`config.mk`:
```
export PLATFORM = sky130hd
export DESIGN_NAME = load_store_unit
export DESIGN_NICKNAME = d
export VERILOG_FILES = /design/src/rtl/load_store_unit_pkg.sv /design/src/rtl/load_store_unit_lane_align.sv /design/src/rtl/load_store_unit.sv
export SDC_FILE = /design/constraint.sdc
export NUM_CORES = 1
export LEC_CHECK = 0
export ABC_AREA = 0
export CORE_MARGIN = 2
export CORE_UTILIZATION = 30
export DETAILED_ROUTE_END_ITERATION = 8
export HOLD_SLACK_MARGIN = 0.1
export SYNTH_ARGS = -nofsm -noshare
export SYNTH_HDL_FRONTEND = slang
export SYNTH_SLANG_ARGS = --single-unit
```
`constraint.sdc`:
```
create_clock -name clk -period 8.9 [get_ports clk]
set_input_delay 1.335 -clock clk [delete_from_list [all_inputs] [get_ports clk]]
set_output_delay 1.335 -clock clk [all_outputs]
set_load 0.1 [all_outputs]
```
`src/rtl/load_store_unit_pkg.sv`:
```
// ---------------------------------------------------------------------------
// load_store_unit_pkg
//   Shared definitions for the load/store unit:
//     SZ_BYTE / SZ_HALF / SZ_WORD : encodings of the 2-bit access size field
//     lsu_state_t                 : FSM state enumeration (IDLE/READ/WRITE/RESP)
//     size_align_fault()          : illegal-size / misalignment check
// ---------------------------------------------------------------------------
package load_store_unit_pkg;

    localparam logic [1:0] SZ_BYTE = 2'd0;
    localparam logic [1:0] SZ_HALF = 2'd1;
    localparam logic [1:0] SZ_WORD = 2'd2;

    typedef enum logic [1:0] {
        IDLE  = 2'd0,
        READ  = 2'd1,
        WRITE = 2'd2,
        RESP  = 2'd3
    } lsu_state_t;

    // True when the size code is illegal or the low address bits do not
    // respect the natural alignment of the access.
    function automatic logic size_align_fault(input logic [1:0] size,
                                              input logic [1:0] addr_lo);
        case (size)
            SZ_BYTE: return 1'b0;
            SZ_HALF: return addr_lo[0];
            SZ_WORD: return (addr_lo != 2'b00);
            default: return 1'b1;
        endcase
    endfunction

endpackage

```
`src/rtl/load_store_unit_lane_align.sv`:
```
// ---------------------------------------------------------------------------
// lsu_lane_align
//   Purely combinational lane handling for the load/store unit.
//   Ports:
//     size        in  2   access size (SZ_BYTE/SZ_HALF/SZ_WORD)
//     addr_lo     in  2   byte address bits [1:0] selecting the lane
//     is_unsigned in  1   zero-extend loads when 1, sign-extend when 0
//     mem_word    in  32  full memory word read for this access
//     store_data  in  32  right-aligned store data
//     load_data   out 32  extracted and extended load result
//     store_word  out 32  mem_word with the addressed lane replaced
//                         (store_data itself for word stores)
// ---------------------------------------------------------------------------
module lsu_lane_align
    import load_store_unit_pkg::*;
(
    input  logic [1:0]  size,
    input  logic [1:0]  addr_lo,
    input  logic        is_unsigned,
    input  logic [31:0] mem_word,
    input  logic [31:0] store_data,
    output logic [31:0] load_data,
    output logic [31:0] store_word
);

    logic [7:0]  byte_lane;
    logic [15:0] half_lane;

    always_comb begin
        byte_lane = mem_word[7:0];
        case (addr_lo)
            2'd0:    byte_lane = mem_word[7:0];
            2'd1:    byte_lane = mem_word[15:8];
            2'd2:    byte_lane = mem_word[23:16];
            default: byte_lane = mem_word[31:24];
        endcase
        half_lane = addr_lo[1] ? mem_word[31:16] : mem_word[15:0];
    end

    always_comb begin
        load_data = '0;
        case (size)
            SZ_BYTE: load_data = {{24{byte_lane[7] & ~is_unsigned}}, byte_lane};
            SZ_HALF: load_data = {{16{half_lane[15] & ~is_unsigned}}, half_lane};
            SZ_WORD: load_data = mem_word;
            default: load_data = '0;
        endcase
    end

    always_comb begin
        store_word = mem_word;
        case (size)
            SZ_BYTE: begin
                case (addr_lo)
                    2'd0:    store_word[7:0]   = store_data[7:0];
                    2'd1:    store_word[15:8]  = store_data[7:0];
                    2'd2:    store_word[23:16] = store_data[7:0];
                    default: store_word[31:24] = store_data[7:0];
                endcase
            end
            SZ_HALF: begin
                if (addr_lo[1])
                    store_word[31:16] = store_data[15:0];
                else
                    store_word[15:0]  = store_data[15:0];
            end
            SZ_WORD: store_word = store_data;
            default: store_word = mem_word;
        endcase
    end

endmodule

```
`src/rtl/load_store_unit.sv`:
```
// ---------------------------------------------------------------------------
// load_store_unit
//   Single-outstanding load/store unit between a core request port and a
//   word-wide data memory with combinational read. Sub-word stores are done
//   as read-modify-write.
//   Ports:
//     clk, rst                  clock, asynchronous active-high reset
//     req_valid/req_ready       request handshake (ready only in IDLE)
//     req_we, req_size,         store flag, size code, load zero-extend,
//     req_unsigned, req_addr,   byte address, right-aligned store data
//     req_wdata
//     resp_valid                one-cycle completion pulse
//     resp_rdata, resp_err      load result (0 for stores/errors), error flag
//     mem_we, mem_addr, mem_wd  memory write enable, word address, write data
//     mem_rd                    memory read data for mem_addr
// ---------------------------------------------------------------------------
module load_store_unit
    import load_store_unit_pkg::*;
#(
    parameter int MEM_WORDS = 256
) (
    input  logic        clk,
    input  logic        rst,
    input  logic        req_valid,
    output logic        req_ready,
    input  logic        req_we,
    input  logic [1:0]  req_size,
    input  logic        req_unsigned,
    input  logic [31:0] req_addr,
    input  logic [31:0] req_wdata,
    output logic        resp_valid,
    output logic [31:0] resp_rdata,
    output logic        resp_err,
    output logic        mem_we,
    output logic [31:0] mem_addr,
    output logic [31:0] mem_wd,
    input  logic [31:0] mem_rd
);

    // One extra bit so that 4*MEM_WORDS = 2^32 would still compare correctly.
    localparam logic [32:0] ADDR_LIMIT = 33'(MEM_WORDS) << 2;

    lsu_state_t  state_q, state_d;

    logic        we_q;
    logic [1:0]  size_q;
    logic        uns_q;
    logic [31:0] addr_q;
    logic [31:0] wdata_q;
    logic        err_q;
    logic [31:0] rdata_q;

    logic        accept;
    logic        req_err;
    logic [31:0] word_addr;
    logic [31:0] load_data;
    logic [31:0] store_word;

    assign accept    = req_valid && (state_q == IDLE);
    assign req_err   = size_align_fault(req_size, req_addr[1:0]) ||
                       ({1'b0, req_addr} >= ADDR_LIMIT);
    assign word_addr = {addr_q[31:2], 2'b00};

    lsu_lane_align u_lane_align (
        .size        (size_q),
        .addr_lo     (addr_q[1:0]),
        .is_unsigned (uns_q),
        .mem_word    (rdata_q),
        .store_data  (wdata_q),
        .load_data   (load_data),
        .store_word  (store_word)
    );

    always_ff @(posedge clk or posedge rst) begin
        if (rst)
            state_q <= IDLE;
        else
            state_q <= state_d;
    end

    // Request fields are frozen at the handshake; the memory word is captured
    // at the edge that closes READ and feeds both load extraction and the
    // read-modify-write merge.
    always_ff @(posedge clk or posedge rst) begin
        if (rst) begin
            we_q    <= 1'b0;
            size_q  <= 2'd0;
            uns_q   <= 1'b0;
            addr_q  <= '0;
            wdata_q <= '0;
            err_q   <= 1'b0;
            rdata_q <= '0;
        end else begin
            if (accept) begin
                we_q    <= req_we;
                size_q  <= req_size;
                uns_q   <= req_unsigned;
                addr_q  <= req_addr;
                wdata_q <= req_wdata;
                err_q   <= req_err;
            end
            if (state_q == READ)
                rdata_q <= mem_rd;
        end
    end

    // Outputs decode from the state register only, so mem_we falls the
    // moment reset forces the state back to IDLE.
    always_comb begin
        state_d    = state_q;
        req_ready  = 1'b0;
        resp_valid = 1'b0;
        resp_err   = 1'b0;
        resp_rdata = '0;
        mem_we     = 1'b0;
        mem_addr   = '0;
        mem_wd     = '0;
        case (state_q)
            IDLE: begin
                req_ready = 1'b1;
                if (req_valid) begin
                    if (req_err)
                        state_d = RESP;
                    else if (req_we && (req_size == SZ_WORD))
                        state_d = WRITE;
                    else
                        state_d = READ;
                end
            end
            READ: begin
                mem_addr = word_addr;
                state_d  = we_q ? WRITE : RESP;
            end
            WRITE: begin
                mem_we   = 1'b1;
                mem_addr = word_addr;
                mem_wd   = store_word;
                state_d  = RESP;
            end
            RESP: begin
                resp_valid = 1'b1;
                resp_err   = err_q;
                resp_rdata = (we_q || err_q) ? 32'd0 : load_data;
                state_d    = IDLE;
            end
            default: state_d = IDLE;
        endcase
    end

endmodule

```
# Word-level counts from Yosys, hierarchy flattened

Index checks and enable logic that the tools add are counted.

Bits in registers: 103
Bits in latches: 0
RAM bits: 0
ROM bits: 0
Input port bits: 103
Logic and storage cells: 57
Memories: 0

Add/subtract/negate cells: 0
Multiply operators: 0
Div/mod/pow operators: 0
$lt $le $gt $ge: 1
Equality and inequality tests: 10
Shift-type cells: 0
Muxes and demuxes: 24
Bitwise gates (word level): 3
Reductions and logical operators: 11

Operators with widths:

| cell                   | count |
|---|---|
| $pmux W32 S3           | 2 |
| $mux W32               | 4 |
| $mux W16               | 3 |
| $ge A32 B11 Y1 const B | 1 |
| $mux W8                | 4 |
| $pmux W8 S3            | 1 |
| $eq A2 B2 Y1 const B   | 5 |
| $eq A2 B1 Y1 const B   | 4 |
| $logic_not A2 Y1       | 4 |
| $pmux W2 S4            | 1 |
| $mux W2                | 3 |
| $mux W1                | 5 |
| $pmux W1 S3            | 1 |
| $reduce_or A3 Y1       | 1 |
| $and A1 B1 Y1          | 2 |
| $logic_and A1 B1 Y1    | 2 |
| $logic_or A1 B1 Y1     | 2 |
| $ne A2 B2 Y1 const B   | 1 |
| $reduce_bool A2 Y1     | 1 |
| $reduce_or A2 Y1       | 1 |
| $not A1 Y1             | 1 |

# Depth between registers and ports, before layout

Depth after elaboration: 6
Gate-level depth with buffers: 7
Mapped depth without buffers: 5

# By module

A second synthesis with hierarchy kept.

Cell total of the unflattened synthesis: 634
Area, all modules: 6527.5 um^2

By module, submodules not included:

| module          | instances | cells an instance | area an instance (um^2) |
|---|---|---|---|
| load_store_unit | 1         | 355               | 4665.7 |
| lsu_lane_align  | 1         | 279               | 1861.8 |

# Least setup slack after synthesis

Ideal clock, no wire load.

Path kind: register -> output
Start point: register state_q[0]
End point: output mem_wd[0]
Data arrival time: 3.826 ns
Data required time: 7.565 ns
Setup slack: 3.739 ns
Cell stages (with the launch flop): 5
Buffers on the path: 1
Cells stage by stage: dfrtp_1 -> inv_1 -> ha_1 -> clkbuf_1 -> a21boi_0

Longest elaborated chain between the ends: 2

RTL lines:

| item                   | line                   | text |
|---|---|---|
| from (decl)            | load_store_unit.sv:43  | `lsu_state_t state_q, state_d;` |
| from (signal assigned) | load_store_unit.sv:78  | `state_q <= state_d;` |
| $eq A2 B2 Y1           | load_store_unit.sv:118 | `case (state_q)` |
| $mux W32               | load_store_unit.sv:118 |  |
| to (decl)              | load_store_unit.sv:36  | `output logic [31:0] mem_wd,` |

Every way passes these cells.

# Worst setup path in the final report

Start point: register size_q[1]
End point: output mem_wd[25]

Longest elaborated chain between the ends: 3
Elaborated cells between the ends (all ways): 5

RTL lines:

| item                                       | line                             | text |
|---|---|---|
| from (decl)                                | load_store_unit.sv:46            | `logic [1:0] size_q;` |
| from (signal assigned)                     | load_store_unit.sv:96            | `size_q <= req_size;` |
| $eq A2 B2 Y1, or another cell as far along | load_store_unit_lane_align.sv:52 | `case (size)` |
| $pmux W32 S3 (*)                           | load_store_unit_lane_align.sv:52 |  |
| $mux W32 (*)                               | load_store_unit.sv:118           |  |

Every way passes the cells marked *; elsewhere a longest branch is shown, timed or not.

==> impl_results.md <==
- Status: complete, no violations
- Placed Instances: 965
- Setup TNS: 0 ps
- Mapped Area: 5980 um2
- Post-route ant nets: 0
- Fraction of layout cells with a size suffix above 1: 0.229
- Crit end category: primary output
- Met2 usage: 0.323
- Non-Filler Instances: 981
- Top Usage Layer GRT: met2
- DP Wirelength: 15.8 mm
- Tightest Pin Transition: 1140 ps
- Die Y: 145 um
- Clock sink total: 103
- Final nets: 818
- Largest net degree at the start of global routing: 74
- Max-slew violations: 0
- TritonRoute pass-1 iters: 7
- H-tree levels: 3
- Area growth syn-to-layout: 41.1%
- Iteration-0 DRC Markers: 353
- Post-DR vias/cell: 5.31
- Met1 Use GR: 0.244
- Synth cell types: 47
- Synthesized area per cell: 11.1 um2
- Final WL: 21.1 mm
- Global Route met3 Usage: 0.0692
- Crit-path max cell delay: 1210 ps
- Starting density of the core: 0.306
- WS Path Type: reg -> out
- Most frequently used flop master after synthesis: dfrtp_1
- WP data arrival: 4490 ps
- Syn Inst Count: 541
- Final setup viols: 0
- Warnings from Yosys: 0
- Via count: 5205
- Critical Path Fanout Max: 27
- Fmax: 172 MHz
- Clock Latency Late Sink: 350 ps
- Max Cap Viol: 0
- Routed len/inst: 21.5 um
- Gates resized, CTS repair: 0
- Clock root cell: clkbuf_16
- Period minus WS final: 5820 ps
- Worst Path Required: 7570 ps
- Antenna violations before repair: 0
- Die footprint: 21100 um2
- First-pass GRT wire length: 32.1 mm
- Hold_ws: 499 ps
- Drt drc: 0
- PortBufs: 200
- Row count: 51
- RSZ-0062 raised after global routing: no
- CTS tree: built
- GRT Resource Usage Total: 0.196
- Final Hold Violating Endpoints: 0
- Antenna diodes: 0
- Max-slew headroom: 0.242
- Crit start category: flop
- Post-CTS setup buffers: 0
- HP Class: reg -> reg
- Tcrit/Tclk final: 0.654
- Layout Skew: 10.8 ps
- Core ar.: 19500 um2
- Worst-path clk slew: 80 ps
- Async SR Flop Fraction: 1.00
- Io pins: 203
- Worst path cell trace: nor2b_1, and2_0, a222oi_1, a21boi_0, clkdlybuf4s50_1
- CP max stage cell: clkdlybuf4s50_1
- Number of enable flip-flop cells after synthesis: 0
- #FFs+latches synth: 103
- Vias in the first global route: 5379
- Die Wd: 145 um
- Gr ovfl total: 0
- GP Congestion: 0.862
- Hold-fix buffers, CTS: 0
- Max clock buf depth: 2
- Total CTS buffers: 9
- Register area share after synthesis: 0.431
-- routing by layer --
layer	wire length, um	up-vias	share of wire
li1	-	2349	-
met1	8730	2564	0.41
met2	9900	260	0.47
met3	1990	32	0.094
met4	468	0	0.022
met5	0	-	0
-- per-stage QoR --
stage / setup WS (ps) / instance area (um2) / util
after floorplan: 3740 / 5980 / -
after global placement: 3550 / 8150 / 0.417
after detailed placement: 3490 / 8150 / 0.417
after CTS: 3120 / 8440 / 0.432
after global routing: 2840 / 8440 / 0.432
final: 3080 / 8440 / 0.432
-- cells by family after synthesis --
kind of cell               Yosys count  synth area share
DFF                                103             0.431
buffers and inverters               51            0.0375
AOI/OAI and AO/OA                  127             0.171
other                                1          0.000627
adders and majority gates            4           0.00837
muxes                              126             0.237
and+or+nand+nor                    129             0.115
-- synthesized netlist by cell type (all sizes together), types with 4 or more instances --
cell,count,area [um2]
nor2,12,52.6
mux2,124,1400
o2bb2ai,4,35.0
o21ai,11,55.1
buf,23,119
inv,4,15.0
a222oi,19,190
dfrtp,103,2580
a21oi,10,50.1
and2,35,219
a31oi,16,163
o21bai,9,67.6
nor2b,14,87.6
clkbuf,24,90.1
a22oi,19,143
nor3,4,30.0
a22o,12,105
a21boi,20,150
nand3,12,60.1
nand2,38,143
ha,4,50.1
nor4,6,43.8
-- registers in the layout, summed over array words and instances (netlist names) --
register  flops
err_q         1
rdata_q      32
wdata_q      32
we_q          1
addr_q       32
state_q       2
uns_q         1
size_q        2
-- critical path: cells and delay by family (launching register included) --
kind                   cells  cell delay (ps)
AO/OA/AOI/OAI              2              520
buffers and inverters      1             1210
flip-flops                 1              740
AND/OR/NAND/NOR            2             1660
-- placed cells by master (no fill, tap or decap), drive strengths merged, types with 14 or more instances in the layout --
cell | synthesis | layout
a21boi | 20 | 20
a222oi | 19 | 19
a22oi | 19 | 19
a31oi | 16 | 16
and2 | 35 | 35
clkdlybuf4s50 | 0 | 200
dfrtp | 103 | 103
mux2 | 124 | 124
nand2 | 38 | 38
nor2b | 14 | 14
-- layout make-up --
type,count,area (um2)
fill,1883,11100
multi-input combinational,388,3180
sequential,103,2580
timing repair buffer,205,2040
tap,265,332
clock buffer,10,239
clock inverter,6,50.0
inverter,4,17.5
-- worst paths after layout --
path	start	endpoint	slack, ps	depth (start not counted)
max reg2reg	state_q[0]	wdata_q[22]	6420	5
max in group asynchronous	rst	wdata_q[21]	6280	3
min in group asynchronous	rst	addr_q[5]	1320	2
max	size_q[1]	mem_wd[25]	3080	5
min reg2reg	addr_q[4]	addr_q[4]	500	1
min	addr_q[4]	addr_q[4]	500	1
Power is left out: the tool's default activity adds up to more than one toggle a clock period on the data nets, which glitch-free logic cannot reach.
